<file path="src/rtl/cmp_threshold_monitor.sv">
// Debounced, hysteretic alarm driven by a magnitude comparator's one-hot result.
// Also keeps a saturating count of accepted "greater" samples and flags malformed compare vectors.
module cmp_threshold_monitor #(
  parameter int unsigned CNT_W   = 8,
  parameter int unsigned SET_CNT = 4,
  parameter int unsigned CLR_CNT = 3
) (
  input  logic             clk,
  input  logic             reset,
  input  logic             valid_in,
  input  logic             smaller,
  input  logic             equal,
  input  logic             greater,
  output logic             alarm,
  output logic             alarm_rise,
  output logic             alarm_fall,
  output logic [CNT_W-1:0] gt_count,
  output logic             err_onehot
);

  localparam logic [CNT_W-1:0] SET_V = CNT_W'(SET_CNT);
  localparam logic [CNT_W-1:0] CLR_V = CNT_W'(CLR_CNT);

  typedef enum logic [1:0] {
    IDLE     = 2'd0,
    ARMING   = 2'd1,
    ALARM    = 2'd2,
    CLEARING = 2'd3
  } state_t;

  state_t           state, state_d;
  logic [CNT_W-1:0] run, run_d, run_inc;
  logic [CNT_W-1:0] gt_count_d;
  logic             rise_d, fall_d, err_d;
  logic             onehot, accepted;

  assign onehot   = ({smaller, equal, greater} == 3'b100) ||
                    ({smaller, equal, greater} == 3'b010) ||
                    ({smaller, equal, greater} == 3'b001);
  assign accepted = valid_in & onehot;
  assign run_inc  = run + CNT_W'(1);

  // Next-state, run counter, saturating count and pulse generation.
  always_comb begin
    state_d    = state;
    run_d      = run;
    gt_count_d = gt_count;
    rise_d     = 1'b0;
    fall_d     = 1'b0;
    err_d      = valid_in & ~onehot;
    if (accepted) begin
      if (greater && (gt_count != '1)) gt_count_d = gt_count + CNT_W'(1);
      case (state)
        IDLE: begin
          if (greater) begin
            state_d = ARMING;
            run_d   = CNT_W'(1);
          end else begin
            run_d   = '0;
          end
        end
        ARMING: begin
          if (greater) begin
            if (run_inc == SET_V) begin
              state_d = ALARM;
              run_d   = '0;
              rise_d  = 1'b1;
            end else begin
              run_d   = run_inc;
            end
          end else begin
            state_d = IDLE;
            run_d   = '0;
          end
        end
        ALARM: begin
          if (smaller) begin
            state_d = CLEARING;
            run_d   = CNT_W'(1);
          end else begin
            run_d   = '0;
          end
        end
        CLEARING: begin
          if (smaller) begin
            if (run_inc == CLR_V) begin
              state_d = IDLE;
              run_d   = '0;
              fall_d  = 1'b1;
            end else begin
              run_d   = run_inc;
            end
          end else if (greater) begin
            state_d = ALARM;
            run_d   = '0;
          end
        end
        default: begin
          state_d = IDLE;
          run_d   = '0;
        end
      endcase
    end
  end

  always_ff @(posedge clk or posedge reset) begin
    if (reset) begin
      state      <= IDLE;
      run        <= '0;
      gt_count   <= '0;
      alarm      <= 1'b0;
      alarm_rise <= 1'b0;
      alarm_fall <= 1'b0;
      err_onehot <= 1'b0;
    end else begin
      state      <= state_d;
      run        <= run_d;
      gt_count   <= gt_count_d;
      alarm      <= (state_d == ALARM) || (state_d == CLEARING);
      alarm_rise <= rise_d;
      alarm_fall <= fall_d;
      err_onehot <= err_d;
    end
  end

endmodule
</file>
<file path="config.mk">
export PLATFORM = sky130hd
export DESIGN_NAME = cmp_threshold_monitor
export DESIGN_NICKNAME = d
export VERILOG_FILES = /design/src/rtl/cmp_threshold_monitor.sv
export SDC_FILE = /design/constraint.sdc
export NUM_CORES = 1
export LEC_CHECK = 0
export ABC_AREA = 1
export BUFFER_PORTS_ARGS = -buffer_cell sky130_fd_sc_hd__buf_2
export CAP_MARGIN = 40
export CORE_MARGIN = 2
export CORE_UTILIZATION = 55
export DETAILED_ROUTE_END_ITERATION = 8
export GPL_ROUTABILITY_DRIVEN = 1
export GPL_TIMING_DRIVEN = 0
export PLACE_DENSITY = 0.81
export SYNTH_ARGS = -nofsm -noshare
export SYNTH_HDL_FRONTEND = slang
export SYNTH_SLANG_ARGS = --single-unit
</file>
<file path="constraint.sdc">
create_clock -name clk -period 1.67 [get_ports clk]
set_input_delay 0.2505 -clock clk [delete_from_list [all_inputs] [get_ports clk]]
set_output_delay 0.2505 -clock clk [all_outputs]
set_load 0.02 [all_outputs]
</file>
# Yosys cells after proc, flatten, opt, wreduce, memory -nomap -nowiden
# Index checks and enable logic that the tools add are counted.
dict set report word_totals {
  input_bits 6
  register_bits 22
  out_inout_bits 12
  word_cells 56
}
dict set report classes {
  n_reduce_logical 7
  mux 25
  n_bitwise 3
  n_eq_ne 12
  add_sub_neg 2
}
# op n
set ops {}
lappend ops {{8-bit 2-to-1 mux} 5}
lappend ops {{8-bit one-hot mux with 4 select lines} 1}
lappend ops {{8-bit by 1-bit adder with 8-bit output, second input constant} 2}
lappend ops {{2-bit 2-to-1 mux} 8}
lappend ops {{1-bit 2-to-1 mux} 10}
lappend ops {{2-bit equality test, second input constant} 4}
lappend ops {{8-bit by 2-bit equality test with 1-bit output, second input constant} 1}
lappend ops {{8-bit by 3-bit equality test with 1-bit output, second input constant} 1}
lappend ops {{8-bit inequality test, second input constant} 1}
lappend ops {{2-bit one-hot mux with 4 select lines} 1}
lappend ops {{2-bit AND reduction} 2}
lappend ops {{3-bit by 1-bit equality test with 1-bit output, second input constant} 1}
lappend ops {{3-bit by 2-bit equality test with 1-bit output, second input constant} 1}
lappend ops {{3-bit equality test, second input constant} 1}
lappend ops {{1-bit logical OR} 3}
lappend ops {{3-bit inequality test, second input constant} 1}
lappend ops {{1-bit AND} 2}
lappend ops {{2-bit by 1-bit equality test with 1-bit output, second input constant} 1}
lappend ops {{2-bit logical NOT} 1}
lappend ops {{1-bit logical AND} 1}
lappend ops {{1-bit NOT} 1}

# Depth between registers and ports, before layout
# Gate-level depths: netlist of run 1.
dict set report logic_depth {
  ltp_word 8
  depth_mapped 11
}

# Worst setup path after synthesis of run 1
# Ideal clock, no wire load.
dict set report synth_path {
  path_kind {reg2reg}
  from {register run[1]}
  to {register state[0]}
  path_stages_with_launch 11
  required_ns 1.557
  setup_time_ns 0.113
  slack_ns 0.122
  t_arrival_ns 1.435
  path_buffers 0
  cell_sequence {dfrtp_1 ha_1 nand3_1 o21bai_1 nand2_1 nor2_2 nand3_2 a21oi_1 nand3_1 nand2_1 inv_1}
}
dict set report synth_via {
  elab_chain_cells 6
  elab_cells_between_ends 9
}
# element line
set synth_lines {}
lappend synth_lines {{start, declared} 32} ;# logic [CNT_W-1:0] run, run_d, run_inc;
lappend synth_lines {{start signal, assigned} 117} ;# run <= run_d;
lappend synth_lines {{8-bit by 1-bit adder with 8-bit output *} 41} ;# assign run_inc = run + CNT_W'(1);
lappend synth_lines {{8-bit by 2-bit equality test with 1-bit output or 8-bit by 3-bit equality test with 1-bit output (tied branches)} {86, 64}}
lappend synth_lines {{2-bit 2-to-1 mux, on equally long branches} {86, 64}}
lappend synth_lines {{2-bit 2-to-1 mux, on equally long branches} {85, 63}}
lappend synth_lines {{2-bit one-hot mux with 4 select lines *} 53} ;# case (state)
lappend synth_lines {{2-bit 2-to-1 mux *} 51} ;# if (accepted) begin
lappend synth_lines {{named net state_d[0]} 31} ;# state_t state, state_d;
lappend synth_lines {{end signal, assigned} 116} ;# state <= state_d;
lappend synth_lines {{end, declared} 31}
# Mark *: on every way through the listed nets, which the timed path passes. The rest lies on a longest branch.
# A chain may end at the register's enable or synchronous reset.

# Worst setup path after layout of run 1
dict set report layout_path {
  from {register run[0]}
  to {register run[4]}
}
dict set report layout_via {
  elab_chain_cells 5
  elab_cells_between_ends 8
}
# element line
set layout_lines {}
lappend layout_lines {{8-bit by 1-bit adder with 8-bit output *} 41}
lappend layout_lines {{8-bit by 2-bit equality test with 1-bit output or 8-bit by 3-bit equality test with 1-bit output (tied branches)} {86, 64}}
lappend layout_lines {{8-bit 2-to-1 mux, on equally long branches} {86, 64}}
lappend layout_lines {{8-bit 2-to-1 mux, on equally long branches} {85, 63}}
lappend layout_lines {{8-bit one-hot mux with 4 select lines *} 53}
# Every way passes the cells marked *; elsewhere a longest branch is shown, timed or not.

==> results of run 1 <==
-- flip-flops by register name, summed over array words and instances, names as in the netlist --
| signal | flops |
|---|---|
| alarm_rise | 1 |
| alarm_fall | 1 |
| run | 8 |
| gt_count | 8 |
| state | 2 |
| err_onehot | 1 |
| alarm | 1 |
-- area by class of cell --
type | instances | share of cell area [%]
Multi-Input combinational cell | 120 | 45.38
Sequential cell | 22 | 35.82
Timing Repair Buffer | 22 | 7.942
Inverter | 20 | 4.862
Tap cell | 28 | 2.269
Clock inverter | 1 | 1.945
Clock buffer | 3 | 1.459
Buffer | 1 | 0.3241
-- stage by stage --
| stage | setup TNS (ps) | utilization, % |
|---|---|---|
| finish | -153.7 | 70.47 |
| global route | -973.9 | 70.47 |
| CTS | -0.5767 | 67.45 |
| detailed placement | -911.8 | 62.59 |
| global placement | -248.9 | 62.59 |
| floorplan | 0 | - |
-- routing by layer --
metal | wire [µm] | part of all wire (%) | global-route usage [%]
met4 | 40 | 1.4 | 9.649
met1 | 1234 | 43 | 28.60
met2 | 1515 | 53 | 42.52
met3 | 93 | 3.2 | 4.310
met5 | 0 | 0 | 0
-- kinds of logic after synthesis --
group,after synthesis
compound gates,18
xor+xnor,9
fa+ha+maj,3
buf+inv,21
flops,22
simple gates,90
-- placed cells by master (no fill, tap or decap), drive strengths merged, types with 3 or more instances in the layout --
cell type and count:
nor2 21, dfrtp 22, clkbuf 3, ha 3, xor2 7, o21ai 10
nand2 45, nor3 6, inv 20, buf 23, nand3 16, a21oi 4
-- power groups by stage --
stage               registers [µW]  logic, µW  clock network (µW)
floorplan                      858        359                   0
finish                         778        768                 415
detailed placement             795        596                   0
global placement               787        579                   0
global route                   796        848                 440
CTS                            773        668                 415
-- worst min path at each step --
stage	endpoint	slack (ps)	startpoint	cells past startpoint
after floorplan	alarm$_DFF_PP0_	240	reset	1
after global placement	run[5]$_DFFE_PP0P_	440	reset	2
after detailed placement	run[5]$_DFFE_PP0P_	440	reset	2
after CTS	run[5]$_DFFE_PP0P_	100	reset	2
after global routing	run[5]$_DFFE_PP0P_	150	reset	2
final	run[5]$_DFFE_PP0P_	60	reset	2
-- what timing repair did --
item,in CTS,in global routing
cloned,0,0
pin swaps,5,10
endpoints found under the setup margin,11,12
buffers inserted,4,1
resized for setup,6,18
==> run summary, run 1 <==
status -> complete, but fails checks
failing checks -> setup timing
P&R area growth vs syn -> 23.40%
placed insts -> 208
Worst slew margin -> 45.25%
Filler Cell Count -> 183
initial antenna violation count -> 0
Port-buffer cells -> 17
Die W -> 51.70 µm
synthesized netlist cell count -> 163
Max Fclk -> 0.5776 GHz
EDFF count, synth -> 0
CP top delay family -> simple AND/OR/NAND/NOR gates
Pins Over Slew Limit -> 0
Synth area leaders -> dfrtp_1 (44%), nand2_1 (13%), nand3_1 (5.2%)
cell leakage power -> 0.0007519 µW
Clk pwr share -> 21.2%
worst hold path class -> in -> async
Avg Vias per Cell -> 5.378
Worst Skew -> 11.90 ps
router iterations before antenna repair -> 4
pwr dens -> 1270 nW/µm²
worst setup path start -> run[0]$_DFFE_PP0P_
Max Buffers Root-to-Sink -> 2
largest family of logic cells by synthesized area -> simple AND/OR/NAND/NOR gates
most frequent cell after synthesis -> nand2_1
Arr. time, crit path -> 1940 ps
syn avg cell area -> 7.676 µm²
Critical Path End Type -> register
Compound-Gate Fraction of Synth Area -> 7.900%
mux cell area share after synthesis -> 0%
global-route wire length before repair -> 4733 µm
CTS Sinks -> 22
Die ar. -> 2672 µm²
# Max-Cap Violations -> 0
Seq/Total Area, Yosys -> 44.00%
RSZ-0062 raised after global routing -> true
1st-iter DRT viols -> 43
Routed WL -> 2884 µm
clock period minus worst slack -> 1731 ps
r2r worst-path depth -> 10
via count -> 1167
crit path launch type -> register
VDD IR-drop max -> 0.001043 V
grt ovf -> 0
clk_lat worst skew -> 320 ps
Yosys top cell by area -> dfrtp_1
FF-to-FF End -> run[4]$_DFFE_PP0P_
std cell rows -> 17
DP Wirelength -> 1906 µm
post-synthesis register bit count -> 22
Initial Utilization -> 57.11%
Final setup viols -> 4
Die Y -> 51.70 µm
Hold Vio Cnt, Final -> 0
hold buffers post-CTS -> 0
TritonCTS Buffers -> 3
CTS clk-pin slew, worst paths -> 130 ps
Ys Warns -> 0
Root Driver -> clkbuf_4
adder-cell share of the synthesized area -> 3.000%
ys flop type -> dfrtp_1
diode count -> 0
hold slack -> 62.85 ps
final std cells w/o fill -> 217
Psw -> 784.2 µW
post-place setup slack -> -135.0 ps
Slowest cell on crit path -> dfrtp_1
most used cell, CP -> nand2_4
Reg-to-Reg Start -> run[0]$_DFFE_PP0P_
wire per inst -> 13.29 µm
I/O pins -> 18
combinational power share -> 39.2%
Total GRT Usage -> 23.98%
Mapped Area -> 1251 µm²
Cell Area, Placed -> 1371 µm²
R2R Setup Slk -> -60 ps
Register Area -> 553.0 µm²
Worst Path Required -> 1880 ps
simple-gate area share of the yosys netlist -> 32.40%
fraction of the cycle the final worst path needs -> 103.7%
layout cells sized above 1 -> 30.16%
CP endpoint -> run[4]$_DFFE_PP0P_
slowest stage delay, CP -> 390 ps
synthesized net count -> 172
Yosys cell types -> 22
worst path bufs/invs -> 0
crit path kind -> reg -> reg
Synth async-reset ratio -> 100.0%
GP Congestion -> 0.8628
Switching Fraction -> 39.99%
TritonCTS clock tree -> yes
Worst Tran Pin Value -> 820.4 ps
Reg power frac -> 39.7%
H-tree depth -> 1
crit-path max FO -> 5
number of global-route vias before repair -> 1171
Post-synth top cells -> nand2_1 (43), dfrtp_1 (22), inv_1 (17), nor2_1 (17), nand3_1 (13)
area of the multi-input gates -> 700.7 µm²
internal power -> 1177 µW
nets@finish -> 199
CP Depth -> 10
largest net degree at the start of global routing -> 23
Yosys top cell area share -> 44.00%
Core Area -> 2191 µm²
drt drc -> 0
XOR/XNOR share of the synthesized area -> 6.300%
antenna-violating nets left -> 0
Setup WS post-layout -> -61.26 ps
post-route cell area -> 1544 µm²
Cell Chain, Critical Path -> ha_2, nand3_2, o21bai_1, nand2_1, nor2_4, nand3_4, nand2_4, nand2_4, nand3_1, o21ai_1
total power -> 1961 µW
Note: power is estimated with default switching activity, not from simulation.
==> inputs of run 2 (changes only) <==
CORE_MARGIN = 5   (was 2)
==> run summary, run 2 (same netlist as run 1, synthesis figures left out) <==
Die W -> 57.70 µm
initial antenna violation count -> 0
Core Area -> 2191 µm²
R2R Setup Slk -> -120 ps
GR Util met3 -> 2.450%
RSZ-0062 raised after global routing -> true
Pins Over Slew Limit -> 0
GP Congestion -> 0.8157
clk_lat worst skew -> 320 ps
H-tree depth -> 1
failing checks -> setup timing
Worst Tran Pin Value -> 833.8 ps
Root Driver -> clkbuf_4
DP Wirelength -> 1892 µm
Largest regs -> gt_count x8, run x8, state x2
M2 GR Usage -> 32.74%
Die ar. -> 3329 µm²
Filler Cell Count -> 164
number of global-route vias before repair -> 1128
post-route cell area -> 1623 µm²
pwr dens -> 1261 nW/µm²
antenna-violating nets left -> 0
most used cell, CP -> nand2_1
largest net degree at the start of global routing -> 23
most frequent cells in the layout -> nand2_1 (37), dfrtp_1 (20), buf_2 (18), inv_1 (17), nor2_1 (15)
Die Y -> 57.70 µm
Worst slew margin -> 44.35%
cell leakage power -> 0.0007697 µW
drt drc -> 0
slowest stage delay, CP -> 450 ps
Total GRT Usage -> 18.53%
grt ovf -> 0
1st-iter DRT viols -> 48
global route hottest layer -> met2
fraction of the cycle the final worst path needs -> 106.9%
Routed WL -> 3010 µm
Hold Vio Cnt, Final -> 0
VDD IR-drop max -> 0.001055 V
Initial Utilization -> 57.11%
Max Buffers Root-to-Sink -> 2
crit-path max FO -> 4
Setup WS post-layout -> -115.1 ps
M1 GR Usage -> 22.18%
nets@finish -> 199
wire per inst -> 13.87 µm
global-route wire length before repair -> 4857 µm
TritonCTS Buffers -> 3
Worst Path Required -> 1900 ps
I/O pins -> 18
Worst Skew -> 3.208 ps
layout cells sized above 1 -> 33.86%
std cell rows -> 17
status -> complete, but fails checks
commonest non-fill, non-tap cell in the layout -> nand2_1
Cell Area, Placed -> 1371 µm²
Cell Chain, Critical Path -> buf_4, nand3_2, o21ai_1, nand2_1, nor2_4, nand3_4, a21oi_2, nand3_1, nand2_1, inv_1
Avg Vias per Cell -> 5.507
diode count -> 0
Reg-to-Reg Start -> run[0]$_DFFE_PP0P_
P&R area growth vs syn -> 29.70%
TritonCTS clock tree -> yes
via count -> 1195
CTS clk-pin slew, worst paths -> 130 ps
area of the multi-input gates -> 779.5 µm²
Register Area -> 553.0 µm²
crit path launch type -> register
worst hold path class -> in -> async
Arr. time, crit path -> 2020 ps
Critical Path End Type -> register
post-place setup slack -> -139.4 ps
crit path kind -> reg -> reg
FF-to-FF End -> state[0]$_DFF_PP0_
router iterations before antenna repair -> 7
Slowest cell on crit path -> dfrtp_1
CTS Sinks -> 22
# Max-Cap Violations -> 0
clock period minus worst slack -> 1785 ps
Final setup viols -> 10
Max Fclk -> 0.5602 GHz
Port-buffer cells -> 17
r2r worst-path depth -> 10
run 2: changes by cell type in the layout (fill, tap and decap cells not counted), moves of 2 or more:
cell,before,now
o21ai_1,8,5
o21ai_2,0,3
nand3_1,8,6
nand3_4,1,3
run 2: through the flow:
step | total power (µW) | hold WS (ps) | utilization, % | std cells | TNS [ps]
after floorplan | 1217 | 239.7 | - | 163 | 0
after global placement | 1369 | 437.3 | 62.59 | 208 | -282.0
after detailed placement | 1391 | 461.7 | 62.59 | 208 | -868.8
after CTS | 1903 | 103.0 | 68.82 | 215 | -642.3
after global routing | 2184 | 142.3 | 74.07 | 217 | -2000
final | 2046 | 69.74 | 74.07 | 217 | -788.4
run 2: how the worst max path moves through the flow:
stage	startpoint	to	slack [ps]	cells past startpoint
6_report	run[0]$_DFFE_PP0P_	state[0]$_DFF_PP0_	-120	10
5_1_grt	run[0]$_DFFE_PP0P_	state[0]$_DFF_PP0_	-220	10
4_1_cts	run[0]$_DFFE_PP0P_	alarm$_DFF_PP0_	-90	10
3_5_place_dp	run[1]$_DFFE_PP0P_	run[4]$_DFFE_PP0P_	-140	10
3_3_place_gp	run[1]$_DFFE_PP0P_	run[6]$_DFFE_PP0P_	-50	10
2_1_floorplan	run[1]$_DFFE_PP0P_	state[0]$_DFF_PP0_	120	10
run 2: where the power goes:
part | internal [µW] | total [µW] | switching (µW) | leakage, µW
sequential | 651 | 795 | 144 | 0.000289
combinational | 316 | 832 | 516 | 0.000453
clock | 243 | 419 | 176 | 0.0000279
total | 1210 | 2050 | 836 | 0.000770
run 2: timing repair:
action	4_1_cts	5_1_grt
buffers inserted	3	2
endpoints found under the hold margin	0	0
pin swaps	5	11
hold buffers	0	0
gates resized for setup	14	24
setup endpoints to repair	11	12
run 2: routing by layer:
metal / up-vias / part of all wire (%)
met3: 13 / 4.7
met1: 564 / 40
li1: 575 / -
met2: 43 / 52
met4: 0 / 2.8
met5: - / 0
run 2: area by class of cell:
cell class,count,share of cell area (%)
Timing Repair Buffer,22,7.556
Tap cell,28,2.159
Sequential cell,22,34.08
Multi-Input combinational cell,120,48.03
Buffer,1,0.3084
Clock buffer,3,1.388
Clock inverter,1,1.850
Inverter,20,4.626
run 2: worst max-delay path: cells and delay by family, from the launching register on:
| kind | cells | cell delay [ps] |
|---|---|---|
| AOI/OAI and AO/OA | 2 | 320 |
| buffers and inverters | 2 | 180 |
| DFF | 1 | 450 |
| and+or+nand+nor | 6 | 750 |
